[src/rtl/bht_pkg.sv]
// Shared types and constants for the branch history table update path.
package bht_pkg;

    localparam int unsigned BHT_INDEX_W = 5;

    // Value the table holds in an entry after a clear write.
    localparam logic [1:0] BHT_CLEAR_STATE = 2'b00;

    typedef enum logic {
        SWEEP = 1'b0,
        RUN   = 1'b1
    } bht_state_t;

    // One pending table update at the default index width.
    typedef struct packed {
        logic [BHT_INDEX_W-1:0] idx;
        logic                   taken;
    } bht_upd_t;

endpackage

[src/rtl/bht_upd_fifo.sv]
// Small synchronous FIFO holding pending table updates; head is visible combinationally.
module bht_upd_fifo
    import bht_pkg::*;
#(
    parameter int unsigned DATA_W = $bits(bht_upd_t),
    parameter int unsigned DEPTH  = 4
) (
    input  logic                     clk,
    input  logic                     rst,
    input  logic                     clear,
    input  logic                     push,
    input  logic                     pop,
    input  logic [DATA_W-1:0]        din,
    output logic [DATA_W-1:0]        dout,
    output logic                     full,
    output logic                     empty,
    output logic [$clog2(DEPTH):0]   count
);

    localparam int unsigned PTR_W = $clog2(DEPTH);
    localparam int unsigned CNT_W = PTR_W + 1;

    logic [DATA_W-1:0] mem [DEPTH];
    logic [PTR_W-1:0]  wr_ptr;
    logic [PTR_W-1:0]  rd_ptr;
    logic              do_push;
    logic              do_pop;

    assign full    = (count == CNT_W'(DEPTH));
    assign empty   = (count == '0);
    assign do_push = push & ~full;
    assign do_pop  = pop & ~empty;
    assign dout    = mem[rd_ptr];

    // Storage array; contents are don't-care while empty, so no reset.
    always_ff @(posedge clk) begin
        if (do_push && !clear) begin
            mem[wr_ptr] <= din;
        end
    end

    // Pointers wrap naturally; count tracks occupancy.
    always_ff @(posedge clk) begin
        if (rst || clear) begin
            wr_ptr <= '0;
            rd_ptr <= '0;
            count  <= '0;
        end else begin
            if (do_push) wr_ptr <= wr_ptr + PTR_W'(1);
            if (do_pop)  rd_ptr <= rd_ptr + PTR_W'(1);
            case ({do_push, do_pop})
                2'b10:   count <= count + CNT_W'(1);
                2'b01:   count <= count - CNT_W'(1);
                default: count <= count;
            endcase
        end
    end

endmodule

[src/rtl/bht_update_ctrl.sv]
// Branch history table write-port controller: clear sweep, update FIFO, statistics.
module bht_update_ctrl
    import bht_pkg::*;
#(
    parameter int unsigned INDEX_W    = BHT_INDEX_W,
    parameter int unsigned FIFO_DEPTH = 4,
    parameter int unsigned CNT_W      = 16
) (
    input  logic               clk,
    input  logic               rst,
    input  logic               flush_req,
    input  logic               res_valid,
    output logic               res_ready,
    input  logic [INDEX_W-1:0] res_idx,
    input  logic               res_is_branch,
    input  logic               res_taken,
    input  logic               res_predicted,
    output logic               tbl_wr_en,
    output logic [INDEX_W-1:0] tbl_wr_idx,
    output logic               tbl_wr_inc,
    output logic               tbl_wr_clear,
    output logic               pred_enable,
    output logic               busy,
    output logic [CNT_W-1:0]   branch_cnt,
    output logic [CNT_W-1:0]   mispred_cnt
);

    localparam int unsigned ENTRY_W  = INDEX_W + 1;
    localparam int unsigned FCOUNT_W = $clog2(FIFO_DEPTH) + 1;

    bht_state_t            state;
    logic [INDEX_W-1:0]    sweep_idx;
    logic [ENTRY_W-1:0]    head;
    logic                  fifo_full;
    logic                  fifo_empty;
    logic [FCOUNT_W-1:0]   fifo_count;
    logic                  handshake;
    logic                  accept_branch;
    logic                  push;
    logic                  pop;

    // Ready and busy decode from registered state only.
    assign res_ready     = (state == RUN) && !fifo_full;
    assign busy          = (state == SWEEP) || (fifo_count != '0);
    assign handshake     = res_valid & res_ready;
    assign accept_branch = handshake & res_is_branch;
    assign push          = accept_branch & ~flush_req;
    assign pop           = (state == RUN) & ~fifo_empty & ~flush_req;

    bht_upd_fifo #(
        .DATA_W (ENTRY_W),
        .DEPTH  (FIFO_DEPTH)
    ) u_fifo (
        .clk   (clk),
        .rst   (rst),
        .clear (flush_req),
        .push  (push),
        .pop   (pop),
        .din   ({res_idx, res_taken}),
        .dout  (head),
        .full  (fifo_full),
        .empty (fifo_empty),
        .count (fifo_count)
    );

    // Sweep/run sequencing with registered table-write outputs.
    always_ff @(posedge clk) begin
        if (rst) begin
            state        <= SWEEP;
            sweep_idx    <= '0;
            tbl_wr_en    <= 1'b0;
            tbl_wr_clear <= 1'b0;
            tbl_wr_idx   <= '0;
            tbl_wr_inc   <= 1'b0;
            pred_enable  <= 1'b0;
        end else begin
            tbl_wr_en    <= 1'b0;
            tbl_wr_clear <= 1'b0;
            if (flush_req) begin
                state       <= SWEEP;
                sweep_idx   <= '0;
                pred_enable <= 1'b0;
            end else begin
                case (state)
                    SWEEP: begin
                        tbl_wr_en    <= 1'b1;
                        tbl_wr_clear <= 1'b1;
                        tbl_wr_idx   <= sweep_idx;
                        tbl_wr_inc   <= 1'b0;
                        sweep_idx    <= sweep_idx + INDEX_W'(1);
                        if (sweep_idx == '1) begin
                            state       <= RUN;
                            pred_enable <= 1'b1;
                        end
                    end
                    RUN: begin
                        if (pop) begin
                            tbl_wr_en  <= 1'b1;
                            tbl_wr_idx <= head[ENTRY_W-1:1];
                            tbl_wr_inc <= head[0];
                        end
                    end
                    default: state <= SWEEP;
                endcase
            end
        end
    end

    // Saturating statistics; flush leaves them intact.
    always_ff @(posedge clk) begin
        if (rst) begin
            branch_cnt  <= '0;
            mispred_cnt <= '0;
        end else if (accept_branch) begin
            if (branch_cnt != '1) begin
                branch_cnt <= branch_cnt + CNT_W'(1);
            end
            if ((res_taken != res_predicted) && (mispred_cnt != '1)) begin
                mispred_cnt <= mispred_cnt + CNT_W'(1);
            end
        end
    end

endmodule

[config.mk]
export PLATFORM = sky130hd
export DESIGN_NAME = bht_update_ctrl
export DESIGN_NICKNAME = d
export VERILOG_FILES = /design/src/rtl/bht_pkg.sv /design/src/rtl/bht_upd_fifo.sv /design/src/rtl/bht_update_ctrl.sv
export SDC_FILE = /design/constraint.sdc
export NUM_CORES = 1
export LEC_CHECK = 0
export ABC_CLOCK_PERIOD_IN_PS = 2700
export BUFFER_PORTS_ARGS = -buffer_cell sky130_fd_sc_hd__buf_4
export CAP_MARGIN = 20
export CORE_UTILIZATION = 49
export CTS_CLUSTER_SIZE = 20
export DETAILED_ROUTE_END_ITERATION = 8
export PLACE_DENSITY = 0.85
export SLEW_MARGIN = 20
export SYNTH_ARGS = -nofsm -noshare
export SYNTH_HDL_FRONTEND = slang
export SYNTH_HIERARCHICAL = 1
export SYNTH_SLANG_ARGS = --single-unit
[constraint.sdc]
create_clock -name clk -period 2.7 [get_ports clk]
set_input_delay 0.54 -clock clk [delete_from_list [all_inputs] [get_ports clk]]
set_output_delay 0.54 -clock clk [all_outputs]
set_load 0.005 [all_outputs]
# == Word-level counts from Yosys, hierarchy flattened ==
# Memories as Yosys holds them, arrays and structs flattened. A register that Yosys moved wholly into a read port is not among the register bits.
# Cells that the tools add are included.
# op_classes
bitwise_logic,11
n_reduce_logical,15
n_eq_ne,8
addsub,7
muxes,14
# ops
operator,count
$add A16 B1 Y16 const B,2
$ne A16 B16 Y1 const B,2
$pmux W5 S2,1
$reduce_and A2 Y1,4
$and A1 B1 Y1,7
$mux W1,7
$pmux W3 S2,1
$add A5 B1 Y5 const B,1
$eq A5 B5 Y1 const B,1
$mux W5,1
$add A2 B1 Y2 const B,2
$mux W2,2
$not A1 Y1,4
$pmux W1 S2,2
$add A3 B1 Y3 const B,1
$eq A3 B3 Y1 const B,1
$logic_and A1 B1 Y1,3
$logic_not A3 Y1,1
$reduce_bool A3 Y1,1
$sub A3 B1 Y3 const B,1
$eq A2 B1 Y1 const B,1
$eq A2 B2 Y1 const B,1
$logic_not A1 Y1,2
$logic_or A1 B1 Y1,2
other kinds (4),4
# totals
input_bits,12
ramBits,24
reg_bits,54
memories,1
# mem_list
memory,words,word_bits,read_ports,rd_ports_with_merged_regs,write_ports,line,source
u_fifo.mem,4,6,1,1,1,bht_upd_fifo.sv:23,logic [DATA_W-1:0] mem [DEPTH];

# == Depth between registers and ports, before layout ==
# Gate-level depths: netlist of run 1.
# depth
depth_word,10
depth_mapped,12

# == Modules after synthesis ==
# Netlist of run 1, hierarchy kept.
# modules_own_cells
module,seq_area_each_um2,n_inst,cells_each,area_per_inst_um2
bht_update_ctrl,940.9,1,268,2378.5
bht_upd_fifo,900.9,1,86,1348.8

# == Worst setup path after synthesis of run 1 ==
# Ideal clock, no wire load.
# synth_path
path_kind,reg2reg
from,register u_fifo.count[0]
to,register u_fifo.count[2]
path_stages_with_launch,13
n_path_buf,1
period_less_slack_ns,2.765
arrival_time_ns,2.695
slack_ns,-0.065
setup_time_ns,0.070
required_time_ns,2.630
cell_sequence,dfxtp_1 > or3b_1 > inv_1 > nand4b_1 > clkbuf_1 > nor2_1 > nand2_1 > ha_1 > inv_1 > fa_1 > xor2_1 > or3_1 > a21oi_1
# synth_between
elab_chain_len,9
# synth_rtl
element,line,source
start: declaration,bht_upd_fifo.sv:17,output logic [$clog2(DEPTH):0] count
start signal: assignment,bht_upd_fifo.sv:52,2'b10: count <= count + CNT_W'(1);
start signal: assignment,bht_upd_fifo.sv:53,2'b01: count <= count - CNT_W'(1);
start signal: assignment,bht_upd_fifo.sv:54,default: count <= count;
$eq A3 B3 Y1 (*),bht_upd_fifo.sv:29,assign full = (count == CNT_W'(DEPTH));
via fifo_full,bht_update_ctrl.sv:34,logic fifo_full;
$logic_not A1 Y1 (*),bht_update_ctrl.sv:43,assign res_ready = (state == RUN) && !fifo_full;
$logic_and A1 B1 Y1 (*),bht_update_ctrl.sv:43,
$and A1 B1 Y1 (*),bht_update_ctrl.sv:45,assign handshake = res_valid & res_ready;
$and A1 B1 Y1 (*),bht_update_ctrl.sv:46,assign accept_branch = handshake & res_is_branch;
$and A1 B1 Y1 (*),bht_update_ctrl.sv:47,assign push = accept_branch & ~flush_req;
via push,bht_update_ctrl.sv:39,logic push;
$and A1 B1 Y1 (*),bht_upd_fifo.sv:31,assign do_push = push & ~full;
$eq A2 B1 Y1 or $eq A2 B2 Y1 (tied branches),bht_upd_fifo.sv:51,"case ({do_push, do_pop})"
$pmux W3 S2 or $reduce_bool A2 Y1 (tied branches),-,
# Mark *: on every way through the listed nets, which the timed path passes. The rest lies on a longest branch.
# A chain may end at the register's enable or synchronous reset.

# == Final worst setup path of run 1 ==
# Same ends and word-level chain as after synthesis.

==> run summary, run 1 <==
full die area: 7960 um^2
max frequency: 0.397 GHz
Worst setup EP type: register
HP Class: input port to register
flops & latches, synth: 80
Synth Flop Type: dfxtp_1
LEAKAGE: 1.58 nW
drt drc: 0
crit path DAT: 2800 ps
slowest stage cell, crit path: or3b_1
WL met1: 3480 um
fill count: 610
Clock Path Buffers: 2
post-CTS setup buffer count: 0
post-layout min period: 2520 ps
WP data required: 2980 ps
Top Metal Used: met4
core footprint: 7290 um^2
global-route wire length before repair: 12600 um
worst clock skew: 5.21 ps
placed wire-length estimate: 5590 um
Reg clk slew, reported paths: 80 ps
1st-pass router iterations: 4
Post-Syn Area: 3730 um^2
Starting Density: 51.1%
Slew Viols, Final: 0
TNS Setup: 0 ps
DR iter-0 viols: 147
synth cell count leaders: dfxtp_1, nor2_1, a21oi_1, edfxtp_1, nand2_1
gr usage total: 20.9%
CP startpoint kind: register
Crit path max-delay family: simple AND/OR/NAND/NOR gates
htree depth: 3
Ys Warns: 6
vias in the first global route: 2759
Vias/cell: 5.73
Post-CTS Hold Fix Bufs: 0
die width: 89.2 um
total congestion overflow: 0
Layout Cells excl Fill: 520
Most common cell on crit path: inv_1
Diodes inserted: 0
most frequent cell after synthesis: dfxtp_1
cell breakdown of the critical path: or3b_1, inv_1, nand4b_1, nor2_1, nand2_1, ha_1, inv_1, fa_1, xor2_1, or3_1, a21oi_1
Synth-to-Final Area Change: 19.7%
Pwr per Cell Area: 493 nW/um^2
max incr delay on CP: 440 ps
Final Hold Violating Endpoints: 0
Ports: 55
critical path buffer and inverter count: 2
Setup CP Type: register to register
Post-synth EDFFs: 24
final worst path period share: 93.4%
metal2 WL: 3910 um
Resize count post-CTS: 0
final WL: 7750 um
Root Buffer: clkbuf_8
max-capacitance violation count: 0
CTS Buf Count: 9
Via Count: 2980
ANT nets after route: 0
CTS tree: built
Buffers on Ports: 54
vertical die dimension: 89.2 um
Final Setup Violations: 0
Mapped Cells: 354
Yosys cell types: 64
critical path fanouts, max: 5
clk_lat worst skew: 350 ps
GPL Wtd Cong: 0.829
Nets: 438
cell taking the most area after synthesis: dfxtp_1
register area share after synthesis: 49.4%
met3 wire length: 298 um
outcome: finished, final reports clean
asr flop ratio synth: 0%
Sink Count: 80
share of the synthesized area in the top cell type: 30.1%
post-synth net total: 376
initial antenna violation count: 0
Std-Cell Rows: 31
share of cells above drive strength 1: 26.1%
syn avg cell area: 10.5 um^2
largest net degree at the start of global routing: 41
Synth area leaders: dfxtp_1, edfxtp_1, mux4_2
per-cell routed wire length: 14.9 um
Worst-Margin Slew: 585 ps
Placed Instances: 504
maximum VDD drop: 376 uV
RSZ-0062 raised after global routing: no
worst rel slew slack: 60.7%
==> cells in the final DEF, fill, tap and decap left out, drive strengths merged, types with 6 or more instances in the layout <==
cell | Yosys | final
a211oi | 8 | 8
a21oi | 27 | 27
and3 | 7 | 7
buf | 7 | 65
clkbuf | 7 | 9
dfxtp | 56 | 56
edfxtp | 24 | 24
ha | 9 | 9
inv | 11 | 13
mux2i | 8 | 8
mux4 | 6 | 6
nand2 | 22 | 22
nand3 | 13 | 13
nand4 | 11 | 11
nor2 | 28 | 28
nor2b | 7 | 7
nor3 | 13 | 13
nor4 | 6 | 6
o21ai | 12 | 12
o31ai | 9 | 9
or3 | 7 | 7
or4 | 11 | 11
==> state kept, by name, summed over array words and instances, names as in the netlist, 2 cells and up, named ones only <==
register	count
u_fifo/mem	24
tbl_wr_idx	5
u_fifo/count	3
u_fifo/wr_ptr	2
sweep_idx	5
u_fifo/rd_ptr	2
mispred_cnt	16
branch_cnt	16
==> through the flow <==
step | area (um^2) | power (mW) | setup WS [ps] | utilization (%) | hold WS (ps)
floorplan | 3730 | 1.30 | 38.1 | - | 457
global placement | 4260 | 1.34 | 300 | 58.4 | 470
detailed placement | 4260 | 1.34 | 179 | 58.4 | 487
CTS | 4460 | 2.22 | 185 | 61.2 | 371
global route | 4460 | 2.28 | 7.76 | 61.2 | 361
finish | 4460 | 2.20 | 179 | 61.2 | 383
==> layout make-up <==
type                       instances  area (um^2)  area share, %
sequential                        80         1840           41.3
multi-input combinational        249         1760           39.5
timing repair buffer              65          488           10.9
clock buffer                       9          124           2.78
tap                               99          124           2.78
clock inverter                     7         80.1           1.80
inverter                          11         41.3          0.926
==> worst paths after layout <==
| path | end | slack, ps | from | cells past startpoint |
|---|---|---|---|---|
| worst max register to register | u_fifo/count[2] | 180 | u_fifo/count[0] | 11 |
| worst min register to register | mispred_cnt[1] | 500 | mispred_cnt[1] | 2 |
| worst min-delay path | u_fifo/mem[3][5] | 380 | res_idx[4] | 1 |
| worst max-delay path | u_fifo/count[2] | 180 | u_fifo/count[0] | 11 |
==> report_power, final <==
part / internal [mW] / leakage, nW / switching, mW
clock network: 0.436 / 0.0964 / 0.454
registers: 1.24 / 0.669 / 0.00426
logic: 0.0260 / 0.816 / 0.0390
==> cells by family after synthesis <==
| logic type | synth area share, % |
|---|---|
| compound gates | 12.5 |
| flops | 49.4 |
| buf+inv | 3.52 |
| fa+ha+maj | 3.56 |
| mux | 6.68 |
| xor+xnor | 1.38 |
| simple gates | 23.0 |
==> layer usage <==
| layer | up-vias | GRT usage (%) |
|---|---|---|
| met3 | 4 | 7.11 |
| li1 | 1469 | - |
| met2 | 70 | 35.0 |
| met1 | 1437 | 25.5 |
| met5 | - | 0 |
| met4 | 0 | 6.64 |
(Power assumes the default switching activity.)
==> run 2: changes to the inputs <==
Settings changed: CORE_MARGIN set to 5.
==> run 2 against run 1 <==
  * Setup slack got worse by 8.8 ps
  * First-iteration DRC count rose by 15%
  * Clock skew rose by 4.2 ps
  * Routed wire length rose by 7.7%
  * Sequential power barely moved
  * Power rose by 2.7%
  * Register-to-register slack barely moved
  * Critical path depth did not move
  * Maximum frequency fell by 0.35%
  * Combinational power barely moved
  * Cell count did not move
  * Sequential share of layout area fell by 0.053 points
  * Critical path type unchanged
  * Critical endpoint unchanged
==> run summary, run 2 (synthesis results as in run 1) <==
gr usage total: 17.9% (was 20.9%)
Starting Density: 50.8% (was 51.1%)
met3 wire length: 456 um (was 298 um)
RSZ-0062 raised after global routing: no (unchanged)
clk_lat worst skew: 360 ps (was 350 ps)
vias in the first global route: 2962 (was 2759)
Pwr per Cell Area: 506 nW/um^2 (was 493 nW/um^2)
CTS Buf Count: 9 (unchanged)
critical path fanouts, max: 5 (unchanged)
Std-Cell Rows: 31 (unchanged)
core footprint: 7330 um^2 (was 7290 um^2)
post-layout min period: 2530 ps (was 2520 ps)
worst clock skew: 9.40 ps (was 5.21 ps)
max FFs per register: 24 (unchanged)
HP Class: input port to register (unchanged)
Reg clk slew, reported paths: 90 ps (was 80 ps)
drt drc: 0 (unchanged)
Largest Register: u_fifo/mem (unchanged)
final worst path period share: 93.7% (was 93.4%)
outcome: finished, final reports clean (unchanged)
total congestion overflow: 0 (unchanged)
initial antenna violation count: 0 (unchanged)
Synth-to-Final Area Change: 19.9% (was 19.7%)
worst rel slew slack: 56.5% (was 60.7%)
DR iter-0 viols: 169 (was 147)
max-capacitance violation count: 0 (unchanged)
share of cells above drive strength 1: 26.6% (was 26.1%)
max incr delay on CP: 410 ps (was 440 ps)
maximum VDD drop: 376 uV (about the same)
GPL Wtd Cong: 0.892 (was 0.829)
WP data required: 2990 ps (was 2980 ps)
Final WS setup: 171 ps (was 179 ps)
Setup CP Type: register to register (unchanged)
global-route wire length before repair: 14000 um (was 12600 um)
Crit path max-delay family: simple AND/OR/NAND/NOR gates (unchanged)
placed wire-length estimate: 6000 um (was 5590 um)
LEAKAGE: 1.60 nW (was 1.58 nW)
fin util: 61.0% (was 61.2%)
Final Setup Violations: 0 (unchanged)
Ports: 55 (unchanged)
Root Buffer: clkbuf_8 (unchanged)
post-CTS setup buffer count: 0 (unchanged)
ANT nets after route: 0 (unchanged)
CP startpoint kind: register (unchanged)
Slew Viols, Final: 0 (unchanged)
max frequency: 0.395 GHz (was 0.397 GHz)
fill count: 601 (was 610)
Vias/cell: 5.82 (was 5.73)
WL met1: 3400 um (was 3480 um)
largest net degree at the start of global routing: 41 (unchanged)
full die area: 9450 um^2 (was 7960 um^2)
Clock Path Buffers: 2 (unchanged)
Regs by FF count: u_fifo/mem: 24 flops, branch_cnt: 16 flops, mispred_cnt: 16 flops (unchanged)
slowest stage cell, crit path: or3b_4 (was or3b_1)
htree depth: 3 (unchanged)
Worst setup EP type: register (unchanged)
CTS tree: built (unchanged)
Diodes inserted: 0 (unchanged)
Total Power: 2.26 mW (was 2.20 mW)
commonest non-fill, non-tap cell in the layout: buf_4 (unchanged)
Worst-Margin Slew: 647 ps (was 585 ps)
Placement Setup Slack: 120 ps (was 179 ps)
crit path DAT: 2820 ps (was 2800 ps)
commonest cells after routing, fill and taps aside: buf_4, dfxtp_1, nor2_1 (unchanged)
per-cell routed wire length: 16.1 um (was 14.9 um)
die width: 97.2 um (was 89.2 um)
Nets: 438 (unchanged)
metal2 WL: 4370 um (was 3910 um)
Final Hold Violating Endpoints: 0 (unchanged)
final WL: 8350 um (was 7750 um)
critical path buffer and inverter count: 2 (unchanged)
Most common cell on crit path: inv_1 (unchanged)
cell breakdown of the critical path: or3b_4, inv_1, nand4b_1, nor2_1, nand2_1, ha_1, inv_1, fa_1, xor2_1, or3_1, a21oi_1 (was or3b_1, inv_1, nand4b_1, nor2_1, nand2_1, ha_1, inv_1, fa_1, xor2_1, or3_1, a21oi_1)
Top Metal Used: met4 (unchanged)
Buffers on Ports: 54 (unchanged)
vertical die dimension: 97.2 um (was 89.2 um)
TNS Setup: 0 ps (unchanged)
Via Count: 3026 (was 2980)
Post-CTS Hold Fix Bufs: 0 (unchanged)
1st-pass router iterations: 7 (was 4)
Sink Count: 80 (unchanged)
run 2: cell count changes in the layout (fill, tap and decap cells not counted), sizes merged:
cell and delta:
inv +3, clkinvlp -2, clkinv -1
run 2: stage by stage:
step / hold slack, ps / cells / cell area [um^2]
after floorplan: 457 / 354 / 3730
after global placement: 474 / 504 / 4260
after detailed placement: 485 / 504 / 4260
after CTS: 365 / 520 / 4460
after global routing: 359 / 520 / 4470
final: 375 / 520 / 4470
run 2: power by group:
group,switching (mW),internal (mW),leakage [nW]
clock,0.501,0.449,0.107
combinational,0.0387,0.0260,0.819
sequential,0.00466,1.24,0.669
run 2: repair_timing:
| item | CTS | global route |
|---|---|---|
| endpoints found under the setup margin | 0 | 1 |
| resized for setup | 0 | 3 |
| hold endpoints to repair | 0 | 0 |
run 2: worst paths after layout:
check | startpoint | endpoint | slack, ps | cells after the start
hold / removal | res_idx[2] | u_fifo/mem[0][3] | 380 | 1
hold reg to reg | tbl_wr_idx[3] | tbl_wr_idx[3] | 510 | 2
setup / recovery | u_fifo/count[2] | u_fifo/count[2] | 170 | 11
setup reg to reg | u_fifo/count[2] | u_fifo/count[2] | 170 | 11
run 2: area by class of cell:
class | count | area [um^2] | area share [%]
Clock inverter | 7 | 85.1 | 1.90
Sequential cell | 80 | 1840 | 41.3
Inverter | 11 | 41.3 | 0.924
Clock buffer | 9 | 124 | 2.77
Tap cell | 99 | 124 | 2.77
Multi-Input combinational cell | 249 | 1760 | 39.4
Timing Repair Buffer | 65 | 488 | 10.9
run 2: layer usage:
metal	track usage (%)	vias up
met5	0	-
met4	5.96	0
met3	6.10	13
met2	31.5	81
met1	20.2	1460
li1	-	1472
==> run 3: changes to the inputs <==
Settings changed: CAP_MARGIN 20 to 40, CTS_BUF_LIST set to sky130_fd_sc_hd__clkbuf_4.
==> run 3 against run 2 <==
  * Clock skew grew 3.5 ps
  * Setup slack lost 20 ps
  * Combinational power shrank 0.8%
  * Critical path type unchanged
  * Largest power group unchanged
  * Routed wire length shrank 2.9%
==> run summary, run 3 (synthesis results as in run 1) <==
outcome: finished, final reports clean (unchanged)
Synth-to-Final Area Change: 18.5% (was 19.9%)
Final Hold Violating Endpoints: 0 (unchanged)
commonest cells after routing, fill and taps aside: buf_4, dfxtp_1, nor2_1 (unchanged)
vias in the first global route: 2911 (was 2962)
final WL: 8100 um (was 8350 um)
LEAKAGE: 1.57 nW (was 1.60 nW)
commonest non-fill, non-tap cell in the layout: buf_4 (unchanged)
Layout Cells excl Fill: 520 (unchanged)
per-cell routed wire length: 15.6 um (was 16.1 um)
die width: 97.2 um (unchanged)
Worst setup EP type: register (unchanged)
met1 Use GR: 20.0% (was 20.2%)
Nets: 438 (unchanged)
max FFs per register: 24 (unchanged)
clk_lat worst skew: 420 ps (was 360 ps)
Total Power: 2.08 mW (was 2.26 mW)
Ports: 55 (unchanged)
worst clock skew: 12.9 ps (was 9.40 ps)
area of the multi-input gates: 1770 um^2 (was 1760 um^2)
worst r2r src: u_fifo/count[2] (unchanged)
post-layout min period: 2550 ps (was 2530 ps)
Std-Cell Rows: 31 (unchanged)
initial antenna violation count: 0 (unchanged)
Sink Count: 80 (unchanged)
reg-to-reg endpoint: u_fifo/count[2] (unchanged)
hold path startpoint: res_idx[2] (unchanged)
max frequency: 0.392 GHz (was 0.395 GHz)
Setup CP Type: register to register (unchanged)
critical path fanouts, max: 5 (unchanged)
Final Setup Violations: 0 (unchanged)
drt drc: 0 (unchanged)
CTS tree: built (unchanged)
CP startpoint kind: register (unchanged)
Reg clk slew, reported paths: 140 ps (was 90 ps)
Clock Path Buffers: 2 (unchanged)
Regs by FF count: u_fifo/mem: 24 flops, branch_cnt: 16 flops, mispred_cnt: 16 flops (unchanged)
post-route cell area: 4420 um^2 (was 4470 um^2)
met2 GRT Util: 30.6% (was 31.5%)
share of cells above drive strength 1: 26.8% (was 26.6%)
TNS Setup: 0 ps (unchanged)
placed wire-length estimate: 6000 um (unchanged)
Most Used Layer, Global Route: met2 (unchanged)
core footprint: 7330 um^2 (unchanged)
full die area: 9450 um^2 (unchanged)
maximum VDD drop: 424 uV (was 376 uV)
cells on worst reg2reg path: 11 (unchanged)
Via Count: 2976 (was 3026)
fin util: 60.2% (was 61.0%)
global-route wire length before repair: 13600 um (was 14000 um)
Largest Register: u_fifo/mem (unchanged)
gr usage total: 17.3% (was 17.9%)
Placed Instances: 504 (unchanged)
vertical die dimension: 97.2 um (unchanged)
worst rel slew slack: 56.5% (about the same)
final worst path period share: 94.4% (was 93.7%)
1st-pass router iterations: 4 (was 7)
grt met3 use: 5.60% (was 6.10%)
total congestion overflow: 0 (unchanged)
Buffers on Ports: 54 (unchanged)
ANT nets after route: 0 (unchanged)
fill count: 611 (was 601)
worst setup path end: u_fifo/count[2] (unchanged)
Post-CTS Hold Fix Bufs: 0 (unchanged)
Placement Setup Slack: 120 ps (unchanged)
WP data required: 3060 ps (was 2990 ps)
GPL Wtd Cong: 0.892 (unchanged)
Worst-Margin Slew: 647 ps (about the same)
Slew Viols, Final: 0 (unchanged)
hold slack: 308 ps (was 375 ps)
largest net degree at the start of global routing: 41 (unchanged)
CTS Buf Count: 9 (unchanged)
register area: 1840 um^2 (unchanged)
Diodes inserted: 0 (unchanged)
Starting Density: 50.8% (unchanged)
Vias/cell: 5.72 (was 5.82)
Pwr per Cell Area: 471 nW/um^2 (was 506 nW/um^2)
Placed Area: 4260 um^2 (unchanged)
Final WS setup: 151 ps (was 171 ps)
internal reg-to-reg setup slack: 150 ps (was 170 ps)
DR iter-0 viols: 145 (was 169)
crit path DAT: 2910 ps (was 2820 ps)
max-capacitance violation count: 0 (unchanged)
HP Class: input port to register (unchanged)
Root Buffer: clkbuf_4 (was clkbuf_8)
htree depth: 3 (unchanged)
crit path from: u_fifo/count[2] (unchanged)
## run 3: routing by layer
metal	up-vias	routed length (um)
li1	1482	-
met1	1414	3370
met2	69	4240
met3	11	409
met4	0	89
met5	-	0
## run 3: report_power, final
part | total, mW | internal (mW) | leakage (nW) | switching (mW)
sequential | 1.25 | 1.24 | 0.669 | 0.00458
clock | 0.767 | 0.304 | 0.0838 | 0.463
combinational | 0.0642 | 0.0260 | 0.818 | 0.0382
## run 3: timing repair
item,CTS,global route
endpoints found under the hold margin,0,0
setup endpoints to repair,0,1
setup buffers,0,0
resized for setup,0,4
## run 3: how the worst min path moves through the flow
stage,slack (ps),cells after the start,endpoint
after floorplan,460,2,register
final,310,1,u_fifo/mem[2][3]
after global placement,470,2,mispred_cnt[1]
after detailed placement,480,2,u_fifo/rd_ptr[1]
after CTS,290,1,u_fifo/mem[2][3]
after global routing,270,1,u_fifo/mem[2][3]
## run 3: cell type report
cell class | count | share of cell area, %
Clock buffer | 9 | 1.53
Tap cell | 99 | 2.81
Inverter | 11 | 0.935
Sequential cell | 80 | 41.8
Clock inverter | 7 | 1.93
Multi-Input combinational cell | 249 | 40.0
Timing Repair Buffer | 65 | 11.1
## run 3: critical path, stage by stage (launching register included)
cell	delay, ps
dfxtp_2	390
or3b_4	400
inv_1	90
nand4b_1	130
nor2_1	80
nand2_1	100
ha_2	210
inv_1	60
fa_1	380
xor2_1	180
or3_1	320
a21oi_1	140
